File: src/rtl/odometer_pkg.sv
// Shared constants for the odometer control-latch sequencer.
package odometer_pkg;

  localparam int unsigned CTRL_W_DEF = 5;
  localparam int unsigned CNT_W_DEF  = 16;

  typedef enum logic [2:0] {
    ST_IDLE    = 3'd0,
    ST_PRE     = 3'd1,
    ST_LOAD_HI = 3'd2,
    ST_LOAD_LO = 3'd3,
    ST_MEAS    = 3'd4,
    ST_DONE    = 3'd5
  } seq_state_e;

endpackage : odometer_pkg

File: src/rtl/odometer_scan_sr.sv
// Serial-in/parallel-out configuration shift register; bit 0 is the entry point.
module odometer_scan_sr
  import odometer_pkg::*;
#(
  parameter int unsigned CTRL_W = CTRL_W_DEF
) (
  input  logic              clk,
  input  logic              rst_n,
  input  logic              shift_en,
  input  logic              scan_in,
  output logic [0:CTRL_W-1] ctrl,
  output logic              scan_out
);

  logic [0:CTRL_W-1] shift_q;
  logic [0:CTRL_W-1] shift_d;

  always_comb begin
    shift_d = shift_q;
    if (shift_en) begin
      shift_d = {scan_in, shift_q[0:CTRL_W-2]};
    end
  end

  always_ff @(posedge clk or negedge rst_n) begin
    if (!rst_n) begin
      shift_q <= '0;
    end else begin
      shift_q <= shift_d;
    end
  end

  assign ctrl     = shift_q;
  assign scan_out = shift_q[CTRL_W-1];

endmodule : odometer_scan_sr

File: src/rtl/odometer_seq.sv
// Load-and-measure sequencer: shifts in a control word, strobes LOAD, runs a
// programmable MEAS_EN window and ends with a one-cycle DONE.
module odometer_seq
  import odometer_pkg::*;
#(
  parameter int unsigned CTRL_W = CTRL_W_DEF,
  parameter int unsigned CNT_W  = CNT_W_DEF
) (
  input  logic              SCAN_CLK,
  input  logic              RESETB,
  input  logic              SCAN_IN,
  input  logic              SCAN_EN,
  input  logic              START,
  input  logic [CNT_W-1:0]  WIN_LEN,
  output logic [0:CTRL_W-1] CTRL_IN,
  output logic              SCAN_OUT,
  output logic              LOAD,
  output logic              MEAS_EN,
  output logic              DONE,
  output logic              BUSY
);

  seq_state_e       state_q, state_d;
  logic [CNT_W-1:0] cnt_q, cnt_d;
  logic             load_q, load_d;
  logic             meas_q, meas_d;
  logic             done_q, done_d;
  logic             busy_q, busy_d;
  logic             shift_en_c;

  // The word is frozen once a sequence is running.
  assign shift_en_c = (state_q == ST_IDLE) && SCAN_EN;

  odometer_scan_sr #(
    .CTRL_W (CTRL_W)
  ) u_scan_sr (
    .clk      (SCAN_CLK),
    .rst_n    (RESETB),
    .shift_en (shift_en_c),
    .scan_in  (SCAN_IN),
    .ctrl     (CTRL_IN),
    .scan_out (SCAN_OUT)
  );

  // State, window counter and output flops.
  always_ff @(posedge SCAN_CLK or negedge RESETB) begin
    if (!RESETB) begin
      state_q <= ST_IDLE;
      cnt_q   <= '0;
      load_q  <= 1'b0;
      meas_q  <= 1'b0;
      done_q  <= 1'b0;
      busy_q  <= 1'b0;
    end else begin
      state_q <= state_d;
      cnt_q   <= cnt_d;
      load_q  <= load_d;
      meas_q  <= meas_d;
      done_q  <= done_d;
      busy_q  <= busy_d;
    end
  end

  // Next state; the counter holds the cycles of window still to run.
  always_comb begin
    state_d = state_q;
    cnt_d   = cnt_q;
    case (state_q)
      ST_IDLE: begin
        if (START) begin
          state_d = ST_PRE;
          cnt_d   = WIN_LEN;
        end
      end
      ST_PRE:     state_d = ST_LOAD_HI;
      ST_LOAD_HI: state_d = ST_LOAD_LO;
      ST_LOAD_LO: state_d = (cnt_q != '0) ? ST_MEAS : ST_DONE;
      ST_MEAS: begin
        cnt_d = cnt_q - CNT_W'(1);
        if (cnt_q == CNT_W'(1)) begin
          state_d = ST_DONE;
        end
      end
      ST_DONE:    state_d = ST_IDLE;
      default:    state_d = ST_IDLE;
    endcase
  end

  // Outputs are decoded from the next state so they leave straight from flops.
  always_comb begin
    load_d = 1'b0;
    meas_d = 1'b0;
    done_d = 1'b0;
    busy_d = 1'b0;
    load_d = (state_d == ST_LOAD_HI);
    meas_d = (state_d == ST_MEAS);
    done_d = (state_d == ST_DONE);
    busy_d = (state_d != ST_IDLE);
  end

  assign LOAD    = load_q;
  assign MEAS_EN = meas_q;
  assign DONE    = done_q;
  assign BUSY    = busy_q;

endmodule : odometer_seq
File: config.mk
export PLATFORM = sky130hd
export DESIGN_NAME = odometer_seq
export DESIGN_NICKNAME = d
export VERILOG_FILES = /design/src/rtl/odometer_pkg.sv /design/src/rtl/odometer_scan_sr.sv /design/src/rtl/odometer_seq.sv
export SDC_FILE = /design/constraint.sdc
export NUM_CORES = 1
export LEC_CHECK = 0
export BUFFER_PORTS_ARGS = -buffer_cell sky130_fd_sc_hd__buf_2
export CAP_MARGIN = 10
export CORE_MARGIN = 1
export CORE_UTILIZATION = 45
export CTS_BUF_LIST = sky130_fd_sc_hd__clkbuf_2 sky130_fd_sc_hd__clkbuf_4 sky130_fd_sc_hd__clkbuf_8
export CTS_CLUSTER_SIZE = 25
export DETAILED_ROUTE_END_ITERATION = 6
export PLACE_DENSITY = 0.65
export SLEW_MARGIN = 5
export SYNTH_ARGS = -nofsm -noshare
export SYNTH_HDL_FRONTEND = slang
export SYNTH_SLANG_ARGS = --single-unit
File: constraint.sdc
create_clock -name SCAN_CLK -period 2.4 [get_ports SCAN_CLK]
set_input_delay 0.48 -clock SCAN_CLK [delete_from_list [all_inputs] [get_ports SCAN_CLK]]
set_output_delay 0.48 -clock SCAN_CLK [all_outputs]
set_load 0.05 [all_outputs]
; Yosys cells after proc, flatten, opt, wreduce, memory -nomap -nowiden
; Cells that the tools add are included.
[word_totals]
reg_bits = 28
output_inout_bits = 10
elab_cells = 29
input_bits = 21
[op_classes]
n_reduce_logical = 6
eq_ne = 9
mux = 6
n_addsub = 1
[ops]
columns = operator, count
row1 = one-hot mux 16 bit (2 select lines), 1
row2 = equality test 16 x 1 -> 1 bit (second input constant), 1
row3 = 2-to-1 mux 16 bit, 1
row4 = nonzero test 16 bit, 1
row5 = subtractor 16 x 1 -> 16 bit (second input constant), 1
row6 = one-hot mux 3 bit (5 select lines), 1
row7 = equality test 3 x 2 -> 1 bit (second input constant), 3
row8 = equality test 3 bit (second input constant), 3
row9 = 2-to-1 mux 3 bit, 2
row10 = equality test 3 x 1 -> 1 bit (second input constant), 1
row11 = zero test 3 bit, 1
row12 = nonzero test 3 bit, 1
row13 = != test 2 bit (second input constant), 1
row14 = AND reduction 2 bit, 1
row15 = nonzero test 2 bit, 1
row16 = logical AND 1 bit, 1
row17 = 2-to-1 mux 1 bit, 1

; Logic depth before layout (Yosys ltp)
; Gate-level depths: netlist of the first run.
[logic_depth]
ltp_word = 4
ltp_mapped = 8
ltp_nobuf = 6

; Modules after synthesis
; From an unflattened synthesis of the first run, not the netlist that was laid out.
[unflattened]
hier_cells = 159
area_unflattened_um2 = 1512.7
[by_module_without_submodules]
columns = module, seq_area_each_um2, area_each_um2, instances, cells_per_inst
row1 = odometer_seq, 575.6, 1323.8, 1, 148
row2 = odometer_scan_sr, 125.1, 188.9, 1, 11

; Least setup slack after synthesis of the first run
; No wires, ideal clock.
[synth_path]
kind = flip-flop to flip-flop
from = register cnt_q[0]
to = register cnt_q[12]
setup_time_ps = 126
t_required_ps = 2274
arrival_time_ps = 1939
stages_incl_launch_ff = 8
setup_slack_ps = 335
n_path_buf = 1
path_cell_list = dfrtp_1 inv_1 ha_1 or3b_1 clkbuf_1 or2_1 o311a_1 a221o_1
[synth_between]
elab_chain_cells = 2
[synth_lines]
columns = element, line
row1 = from (decl), odometer_seq.sv:24  ; logic [CNT_W-1:0] cnt_q, cnt_d;
row2 = from (signal assigned), odometer_seq.sv:56  ; cnt_q <= cnt_d;
row3 = subtractor 16 x 1 -> 16 bit, odometer_seq.sv:79  ; cnt_d = cnt_q - CNT_W'(1);
row4 = one-hot mux 16 bit (2 select lines), odometer_seq.sv:68  ; case (state_q)
; No other way between the ends.
; A chain may end at the register's enable or synchronous reset.

; Worst setup path in the final report of the first run
; Ends and elaborated chain as after synthesis.

==> results of run 1 <==
[worst min-delay path by stage]
stage	slack (ns)	end	cells past startpoint	startpoint
finish	0.16	state_q[0]	1	RESETB
detailed placement	0.50	cnt_q[7]	1	cnt_q[7]
CTS	0.17	DONE	1	RESETB
global placement	0.50	u_scan_sr.ctrl[1]	1	u_scan_sr.ctrl[0]
floorplan	0.18	BUSY	0	RESETB
global route	0.20	state_q[0]	1	RESETB
[layout make-up]
cell class | instances | area, sq um
clock buffer | 3 | 22.5
fill | 311 | 1420
inverter | 3 | 11.3
multi-input combinational | 103 | 711
sequential | 28 | 701
tap | 44 | 55.1
timing repair buffer | 35 | 188
[power groups by stage]
stage	clock, mW	combinational, mW	sequential, mW
after CTS	0.200	1.08	0.893
after global routing	0.216	1.17	0.936
after detailed placement	0	1.08	0.901
after global placement	0	1.05	0.893
final	0.190	1.07	0.898
after floorplan	0	0.666	1.06
[flip-flops by register name, indices dropped and copies added (netlist names)]
name / cells
state_q: 3
DONE: 1
cnt_q: 16
MEAS_EN: 1
u_scan_sr.ctrl: 5
LOAD: 1
BUSY: 1
[metal layers]
layer / GRT usage (%) / wire (um) / vias to the layer above
met5: 0 / 0 / -
met4: 8.84 / 57 / 0
met3: 2.62 / 128 / 6
met2: 33.5 / 1530 / 36
met1: 24.7 / 1460 / 595
li1: - / - / 606
[cell usage in the layout, fill, tap and decap left out, types with 2 or more instances in the layout]
cell type  synthesis  layout
nor3b_1            3       3
clkbuf_4           0       3
or2_1              4       4
or4_4              3       3
o211ai_1           5       5
or3_2              2       2
o221a_2            2       2
a22oi_1            4       4
nor2_1            11      11
nand2_1            6       6
nor4_1             3       3
o311ai_0           3       3
a21oi_1            6       6
or4_1              5       5
dfrtp_1           28      28
a221o_1            3       3
buf_2              2      30
ha_1               3       3
buf_4              1       5
mux2_2             5       5
xnor2_1            2       2
o21ai_0            8       8
inv_1              3       3
nor3_1             7       7
or2_2              2       2
nand3_1            5       5
[critical path: stages, from the launching register on]
cell and delay (ns):
dfrtp_1 0.46, inv_1 0.10, ha_1 0.18, or3b_1 0.46, or2_1 0.31, o311a_1 0.34
a221o_1 0.26
[per-stage QoR]
step	hold slack (ns)	instances	worst slack [ns]	util, %
floorplan	0.184	149	0.335	-
global placement	0.500	213	0.295	53.7
detailed placement	0.504	213	0.223	53.7
CTS	0.169	216	0.211	54.4
global route	0.195	216	0.112	54.4
finish	0.159	216	0.196	54.4
[kinds of logic after synthesis]
logic type,count (synthesis),synth area share [%]
adder cells (fa/ha/maj),3,2.53
multiplexers,6,4.46
buffers and inverters,18,4.97
AND/OR/NAND/NOR,56,22.2
XOR/XNOR,2,1.18
AO/OA/AOI/OAI,36,17.5
flip-flops,28,47.2
==> results.cfg, run 1 <==
[floorplanning]
io_pins = 31
start_util_pct = 47.9
row_count = 20
die-height_um = 59.5
die_w_um = 59.5
die_area_sq_um = 3530
core_sq_um = 3100

[synth]
synth_warnings = 0
post-synth-top-count-cell = dfrtp_1
seq_area_frac_synth_pct = 47.2
synth_top_cell_by_area = dfrtp_1
yosys_most_used_dff = dfrtp_1
synth-async-reset-ratio_pct = 100
netlist_top_cells_area = dfrtp_1, mux2_2, clkbuf_1
synth-edff-count = 0
synth_common_cells = dfrtp_1, clkbuf_1, nor2_1, o21ai_0, nor3_1
syn-mean-instance-area_sq_um = 9.97
yosysTopAreaCellShare_pct = 47.2
synth_area_sq_um = 1490
synth.net_count = 173
synth-seq-cells = 28
syn-instance-count = 149
yosysUniqueCellTypes = 37

[sta]
hold_viol_final = 0
setup_viol = 0
rsz0062_at_grt = no
finalCritPeriodShare_pct = 91.9
max_slew.worst_pin.slew_ns = 0.639
skew_ns = 0.00295
period_minus_slack_ns = 2.20
slew_violations = 0
fin_setup_tns_ns = 0
timing.fmax_mhz = 454
slew_headroom_pct = 57.4

[critical_path]
r2r_end = cnt_q[12]
r2r_slack_ns = 0.20
startpoint_type = flip-flop
critPathArrivalTime_ns = 2.42
r2r_start = cnt_q[0]
critical_path_required_ns = 2.62
endpoint = cnt_q[12]
r2r_cells = 6
critPathCaptureType = flip-flop
path_class = reg2reg
crit_start = cnt_q[0]
critPathMaxFanout = 6

[clock_network]
postCtsHoldBufs = 0
cts-resized-gates = 0
cts_tree = built
clockRootBuffer = clkbuf_4
cts-htree-levels = 1
clk_latency_ns = 0.32
clk_path_buf_depth = 2
path_clk_slew_ns = 0.14
post-cts-setup-buffers = 0
numCtsBuffers = 3
cts.sinks = 28

[detailed_routing]
routedWlPerCell_um = 14.7
drtIter0Drc = 63
num_vias = 1243
drtAntennaViolNets = 0
wl_um = 3180
post-route-drc-count = 0
drtPass1Iterations = 4
via_per_inst = 5.75

[cells_and_area]
nNetsFinal = 198
antenna_cells = 0
final_area_sq_um = 1690
area_delta_synth_final_pct = 13.6
layout-drive-gt1-share_pct = 31.4

[grt]
track_usage_pct = 19.7
grt_remaining_overflow = 0
antenna_found_initial = 0
grt_pass1_vias = 1196
grt_max_degree = 29
grt_pass1_wl_um = 5200

[power_and_ir_drop]
p_leak_nw = 0.720
p_seq_share_pct = 41.6
power_switching_uw = 993
p_per_area_nw_per_um2 = 1280
p_clk_share_pct = 8.8
peakVddDrop_mv = 0.386
p_sw_share_pct = 46.0
power.internal_mw = 1.16
finalPower_mw = 2.16
comb_power_share_pct = 49.6

[place]
gp_congestion = 0.910
hpwl_um = 2260
port_buffers = 30
placed_cell_area_sq_um = 1670

[outcome]
outcome = completed

[hold_path]
min_path_type = in2async

[job]
drv_cap = 0
(Power assumes the default switching activity.)
==> run 2, diff against run 1 <==
- SYNTH_HIERARCHICAL: unset -> 1
==> results.cfg, run 2 <==
[clock_network]
cts-resized-gates = 0
cts_tree = built
clk_latency_ns = 0.33
clockRootBuffer = clkbuf_4
cts-htree-levels = 1
postCtsHoldBufs = 0
clk_path_buf_depth = 2
path_clk_slew_ns = 0.15
numCtsBuffers = 3
cts.sinks = 28
post-cts-setup-buffers = 0

[cells_and_area]
layout-drive-gt1-share_pct = 26.2
nNetsFinal = 213
area_delta_synth_final_pct = 14.3
antenna_cells = 0
largest_register = cnt_q
final_cell_mix = buf_2, dfrtp_1, nor2_1
final_cells = 231
fillCellCount = 296
largest_reg_flops = 16
final_common_cell = buf_2

[power_and_ir_drop]
p_seq_share_pct = 58.8
power.internal_uw = 713
p_clk_share_pct = 18.3
p_leak_nw = 0.750
peakVddDrop_mv = 0.285
p_sw_share_pct = 33.6
power_switching_uw = 361
comb_power_share_pct = 22.9
p_per_area_nw_per_um2 = 621

[synth]
synth_common_cells = dfrtp_1, nor2_1, nand2_1, a21oi_1, o22ai_1
synth-edff-count = 0
netlist_top_cells_area = dfrtp_1, nor2_1, a21oi_1
seq_area_frac_synth_pct = 46.3
synth_top_cell_by_area = dfrtp_1
syn-instance-count = 159
yosysTopAreaCellShare_pct = 46.3
post-synth-top-count-cell = dfrtp_1
syn-mean-instance-area_sq_um = 9.51
synth_warnings = 6
synth_area_sq_um = 1510
synth-async-reset-ratio_pct = 100
synth.net_count = 183
yosysUniqueCellTypes = 37
yosys_most_used_dff = dfrtp_1
synth-seq-cells = 28

[critical_path]
path_class = reg2reg
startpoint_type = flip-flop
worst-path-buf-inv = 1
critPathMaxFanout = 7
critPathArrivalTime_ns = 2.24
critPathCaptureType = flip-flop
cp_top_family = simple AND/OR/NAND/NOR gates
r2r_cells = 7
critical_path_required_ns = 2.64
crit_path_max_incr_delay_ns = 0.48
crit_chain = inv_1 > ha_1 > nor3b_1 > nand2_1 > or4_1 > a21oi_1 > nor2_1
slowest_stage = dfrtp_1
path_depth = 7

[outcome]
outcome = completed

[place]
gp_congestion = 0.816
port_buffers = 30
hpwl_um = 2390
numPlacedInstances = 228
place_ws_ns = 0.436

[grt]
track_usage_pct = 20.3
grt_pass1_vias = 1249
grt_max_degree = 29
antenna_found_initial = 0
grt_remaining_overflow = 0
grt_pass1_wl_um = 5450

[sta]
hold_viol_final = 0
setup_viol = 0
final.setup.worst_slack_ns = 0.404
finalCritPeriodShare_pct = 83.2
skew_ns = 0.00558
fin_setup_tns_ns = 0
slew_headroom_pct = 48.2
timing.fmax_mhz = 501
period_minus_slack_ns = 2.00
slew_violations = 0
hold_ws_ns = 0.146
max_slew.worst_pin.slew_ns = 0.775
rsz0062_at_grt = no

[detailed_routing]
drtAntennaViolNets = 0
drtPass1Iterations = 4
drtIter0Drc = 86
routedWlPerCell_um = 14.2
via_per_inst = 5.68
num_vias = 1313
wl_um = 3290
post-route-drc-count = 0

[hold_path]
min_path_type = in2async

[floorplanning]
row_count = 20
die_area_sq_um = 3600
core_sq_um = 3130
start_util_pct = 48.4
die-height_um = 60.0
die_w_um = 60.0
io_pins = 31

[job]
drv_cap = 0
-- run 2: cell types whose count changed in the layout (fill, tap and decap cells not counted), moves of 5 or more --
| cell | delta |
|---|---|
| a21oi_1 | +8 |
| o22ai_1 | +7 |
| nor2_1 | +8 |
| nand2_1 | +10 |
| nor3_1 | -5 |
-- run 2: cell type report --
cell class	instances	area (sq um)	share of cell area, %
clock buffers	3	22.5	1.30
inverters	4	15.0	0.868
well taps	44	55.1	3.18
repair buffers	33	173	9.99
flip-flops and latches	28	701	40.5
multi-input cells	119	763	44.1
-- run 2: metal layers --
| metal | track usage [%] | part of all wire [%] |
|---|---|---|
| met5 | 0 | 0 |
| met4 | 7.97 | 1.7 |
| met3 | 1.95 | 4.5 |
| met2 | 34.3 | 49 |
| met1 | 26.7 | 45 |
-- run 2: cells by family (layout without fill, tap and decap cells) --
logic type,after synthesis,count (layout),share of synthesized area [%]
adders and majority gates,3,3,2.48
buffers and inverters,12,40,3.23
DFF,28,28,46.3
and+or+nand+nor,62,62,23.2
muxes,10,10,7.03
AOI/OAI and AO/OA,43,43,17.2
xor gates and xnor gates,1,1,0.579
-- run 2: final timing paths --
check / start / end / slack [ns]
setup / recovery: cnt_q[0] / cnt_q[8] / 0.40
hold / removal: RESETB / cnt_q[9] / 0.15
setup reg to reg: cnt_q[0] / cnt_q[8] / 0.40
hold reg to reg: u_scan_sr/ctrl[4] / u_scan_sr/ctrl[4] / 0.54
max in group asynchronous: RESETB / BUSY / 1.85
min in group SCAN_CLK: WIN_LEN[6] / cnt_q[6] / 0.36
-- run 2: stage by stage --
stage          utilization [%]  total power, mW  area (sq um)
2_1_floorplan                -            0.800          1510
3_3_place_gp              54.6            0.875          1710
3_5_place_dp              54.6            0.885          1710
4_1_cts                   55.3             1.08          1730
5_1_grt                   55.3             1.15          1730
6_report                  55.3             1.07          1730
-- run 2: power groups by stage --
| stage | sequential (mW) | combinational [mW] | clock, mW |
|---|---|---|---|
| final | 0.632 | 0.246 | 0.197 |
| after global routing | 0.645 | 0.283 | 0.218 |
| after CTS | 0.629 | 0.248 | 0.204 |
| after detailed placement | 0.639 | 0.246 | 0 |
| after global placement | 0.635 | 0.241 | 0 |
| after floorplan | 0.619 | 0.181 | 0 |
==> run 3, diff against run 2 <==
- ABC_AREA: unset -> 1
- PLACE_DENSITY: 0.65 -> 0.66
- clock period: 2.4 -> 1.6 ns (I/O delays scaled with it)
==> results.cfg, run 3 <==
[detailed_routing]
routedLengthMet1_um = 1720
drtIter0Drc = 53
wl_met2_um = 1390
via_per_inst = 4.83
num_vias = 1474
drtAntennaViolNets = 0
post-route-drc-count = 0
wl_um = 3300
top_layer = met4
wl_met3_um = 116
drtPass1Iterations = 4
routedWlPerCell_um = 10.8

[clock_network]
clk_latency_ns = 0.33
cts-htree-levels = 1
clockRootBuffer = clkbuf_4
cts.sinks = 28
cts_tree = built
path_clk_slew_ns = 0.15
clk_path_buf_depth = 2
numCtsBuffers = 3

[sta]
skew_ns = 0.00172
finalCritPeriodShare_pct = 90.2
timing.fmax_mhz = 693
slew_violations = 0
hold_viol_final = 0
rsz0062_at_grt = no
slew_headroom_pct = 59.8
fin_setup_tns_ns = 0
max_slew.worst_pin.slew_ns = 0.602
period_minus_slack_ns = 1.44
setup_viol = 0

[cells_and_area]
utilization_pct = 56.2
area_delta_synth_final_pct = 16.6
largest_reg_flops = 16
largest_register = cnt_q
multi_input_area_sq_um = 820
final_common_cell = nand2_1
seqCellArea_sq_um = 702
layout-drive-gt1-share_pct = 21.6
final_cell_mix = nand2_1, nor2_1, buf_2
nNetsFinal = 284
fillCellCount = 342
antenna_cells = 0

[critical_path]
r2r_slack_ns = 0.16
startpoint_type = flip-flop
crit_path_max_incr_delay_ns = 0.41
cp_common_cell = nand3_1
path_class = reg2reg
critPathMaxFanout = 8
worst-path-buf-inv = 1
slowest_stage = dfrtp_1
cp_top_family = simple AND/OR/NAND/NOR gates
critical_path_required_ns = 1.83
critPathCaptureType = flip-flop
crit_chain = inv_1 > ha_1 > nand2_1 > nor2_4 > nand3_1 > nand3_1 > o211ai_1
critPathArrivalTime_ns = 1.67

[power_and_ir_drop]
p_sw_share_pct = 22.1
p_clk_share_pct = 35.0
peakVddDrop_mv = 0.460
power.internal_mw = 1.03
p_leak_nw = 1.00
comb_power_share_pct = 8.6
power_switching_uw = 292
p_seq_share_pct = 56.4
p_per_area_nw_per_um2 = 689

[synth]
synth.net_count = 247
netlist_top_cells_area = dfrtp_1, nand2_1, nor2_1
synthAdderAreaFrac_pct = 2.28
seq_area_frac_synth_pct = 42.6
syn-mean-instance-area_sq_um = 7.38
synth_top_family_by_area = simple AND/OR/NAND/NOR gates
synth-edff-count = 0
synth-simple-area-share_pct = 40.5
yosys_most_used_dff = dfrtp_1
syn-instance-count = 223
synth-async-reset-ratio_pct = 100
synth_warnings = 6
synth_top_cell_by_area = dfrtp_1
synth_area_sq_um = 1650
synth-compound-area-share_pct = 6.16
synth.area.mux_share_pct = 0
post-synth-top-count-cell = nand2_1
synth-seq-cells = 28
yosysUniqueCellTypes = 24
synth_common_cells = nand2_1, nor2_1, dfrtp_1, inv_1, nand3_1
synth_xor_area_share_pct = 0.532
yosysTopAreaCellShare_pct = 42.6

[outcome]
outcome = completed

[floorplanning]
row_count = 21
die-height_um = 62.5
io_pins = 31
die_w_um = 62.5
die_area_sq_um = 3900
core_sq_um = 3420
start_util_pct = 48.2

[place]
port_buffers = 30
gp_congestion = 0.855
hpwl_um = 2550

[grt]
grt_pass1_vias = 1400
antenna_found_initial = 0
grt_max_degree = 29
grt_remaining_overflow = 0
track_usage_pct = 18.9
grt_pass1_wl_um = 5900

[hold_path]
min_path_type = in2reg

[job]
drv_cap = 0
[run 3: changes by cell type after synthesis, sizes merged, moves of 6 or more]
cell,previous run,this run
nand3,3,20
o22ai,7,1
inv,4,23
nand2,16,85
a21oi,14,1
nor2,20,37
clkbuf,6,0
[run 3: stage by stage]
step	worst slack [ns]	hold WS, ns	instance area (sq um)	power (mW)	instances
after floorplan	0.271	0.0244	1650	0.805	223
after global placement	0.127	0.377	1850	0.870	300
after detailed placement	0.0821	0.373	1850	0.868	300
after CTS	0.0588	0.166	1910	1.34	305
after global routing	0.00172	0.191	1920	1.39	305
final	0.156	0.173	1920	1.32	305
[run 3: power groups by stage]
stage	Sequential (mW)	Clock [mW]	Combinational, mW
floorplan	0.758	0	0.0473
global placement	0.758	0	0.112
detailed placement	0.758	0	0.110
CTS	0.745	0.477	0.113
global route	0.748	0.509	0.131
finish	0.745	0.462	0.114
[run 3: layout make-up]
type	count	share of cell area, %
repair buffers	36	10.3
inverters	23	4.63
well taps	46	3.00
clock inverters	1	1.57
multi-input cells	168	42.7
clock buffers	3	1.17
flip-flops and latches	28	36.6
[run 3: tightest hold or removal path, stage by stage]
cell     delay, ns
buf_2         0.07
nand2_1       0.04
nand2_1       0.05
[run 3: path summary, 6_finish.rpt]
path / from / endpoint / cells past startpoint
worst max-delay path: cnt_q[0] / cnt_q[10] / 7
min in group asynchronous: RESETB / u_scan_sr/ctrl[2] / 2
worst min-delay path: SCAN_IN / u_scan_sr/ctrl[0] / 3
worst max register to register: cnt_q[0] / cnt_q[10] / 7
worst min register to register: u_scan_sr/ctrl[0] / u_scan_sr/ctrl[0] / 2
max in group asynchronous: RESETB / state_q[1] / 2
[run 3: layer usage]
layer | vias up | global-route usage (%)
met1 | 650 | 25.9
met5 | - | 0
li1 | 782 | -
met3 | 7 | 1.64
met2 | 35 | 29.6
met4 | 0 | 9.88
[run 3: logic make-up after synthesis]
group           count (synthesis)
compound gates                 16
fa+ha+maj                       3
simple gates                  148
buf+inv                        27
xor+xnor                        1
flops                          28
[run 3: repair_timing]
action                                 CTS  global route
setup endpoints to repair                0             5
endpoints found under the hold margin   28             0
hold buffers                             1             0
resized for setup                        0             2
setup buffers                            0             0
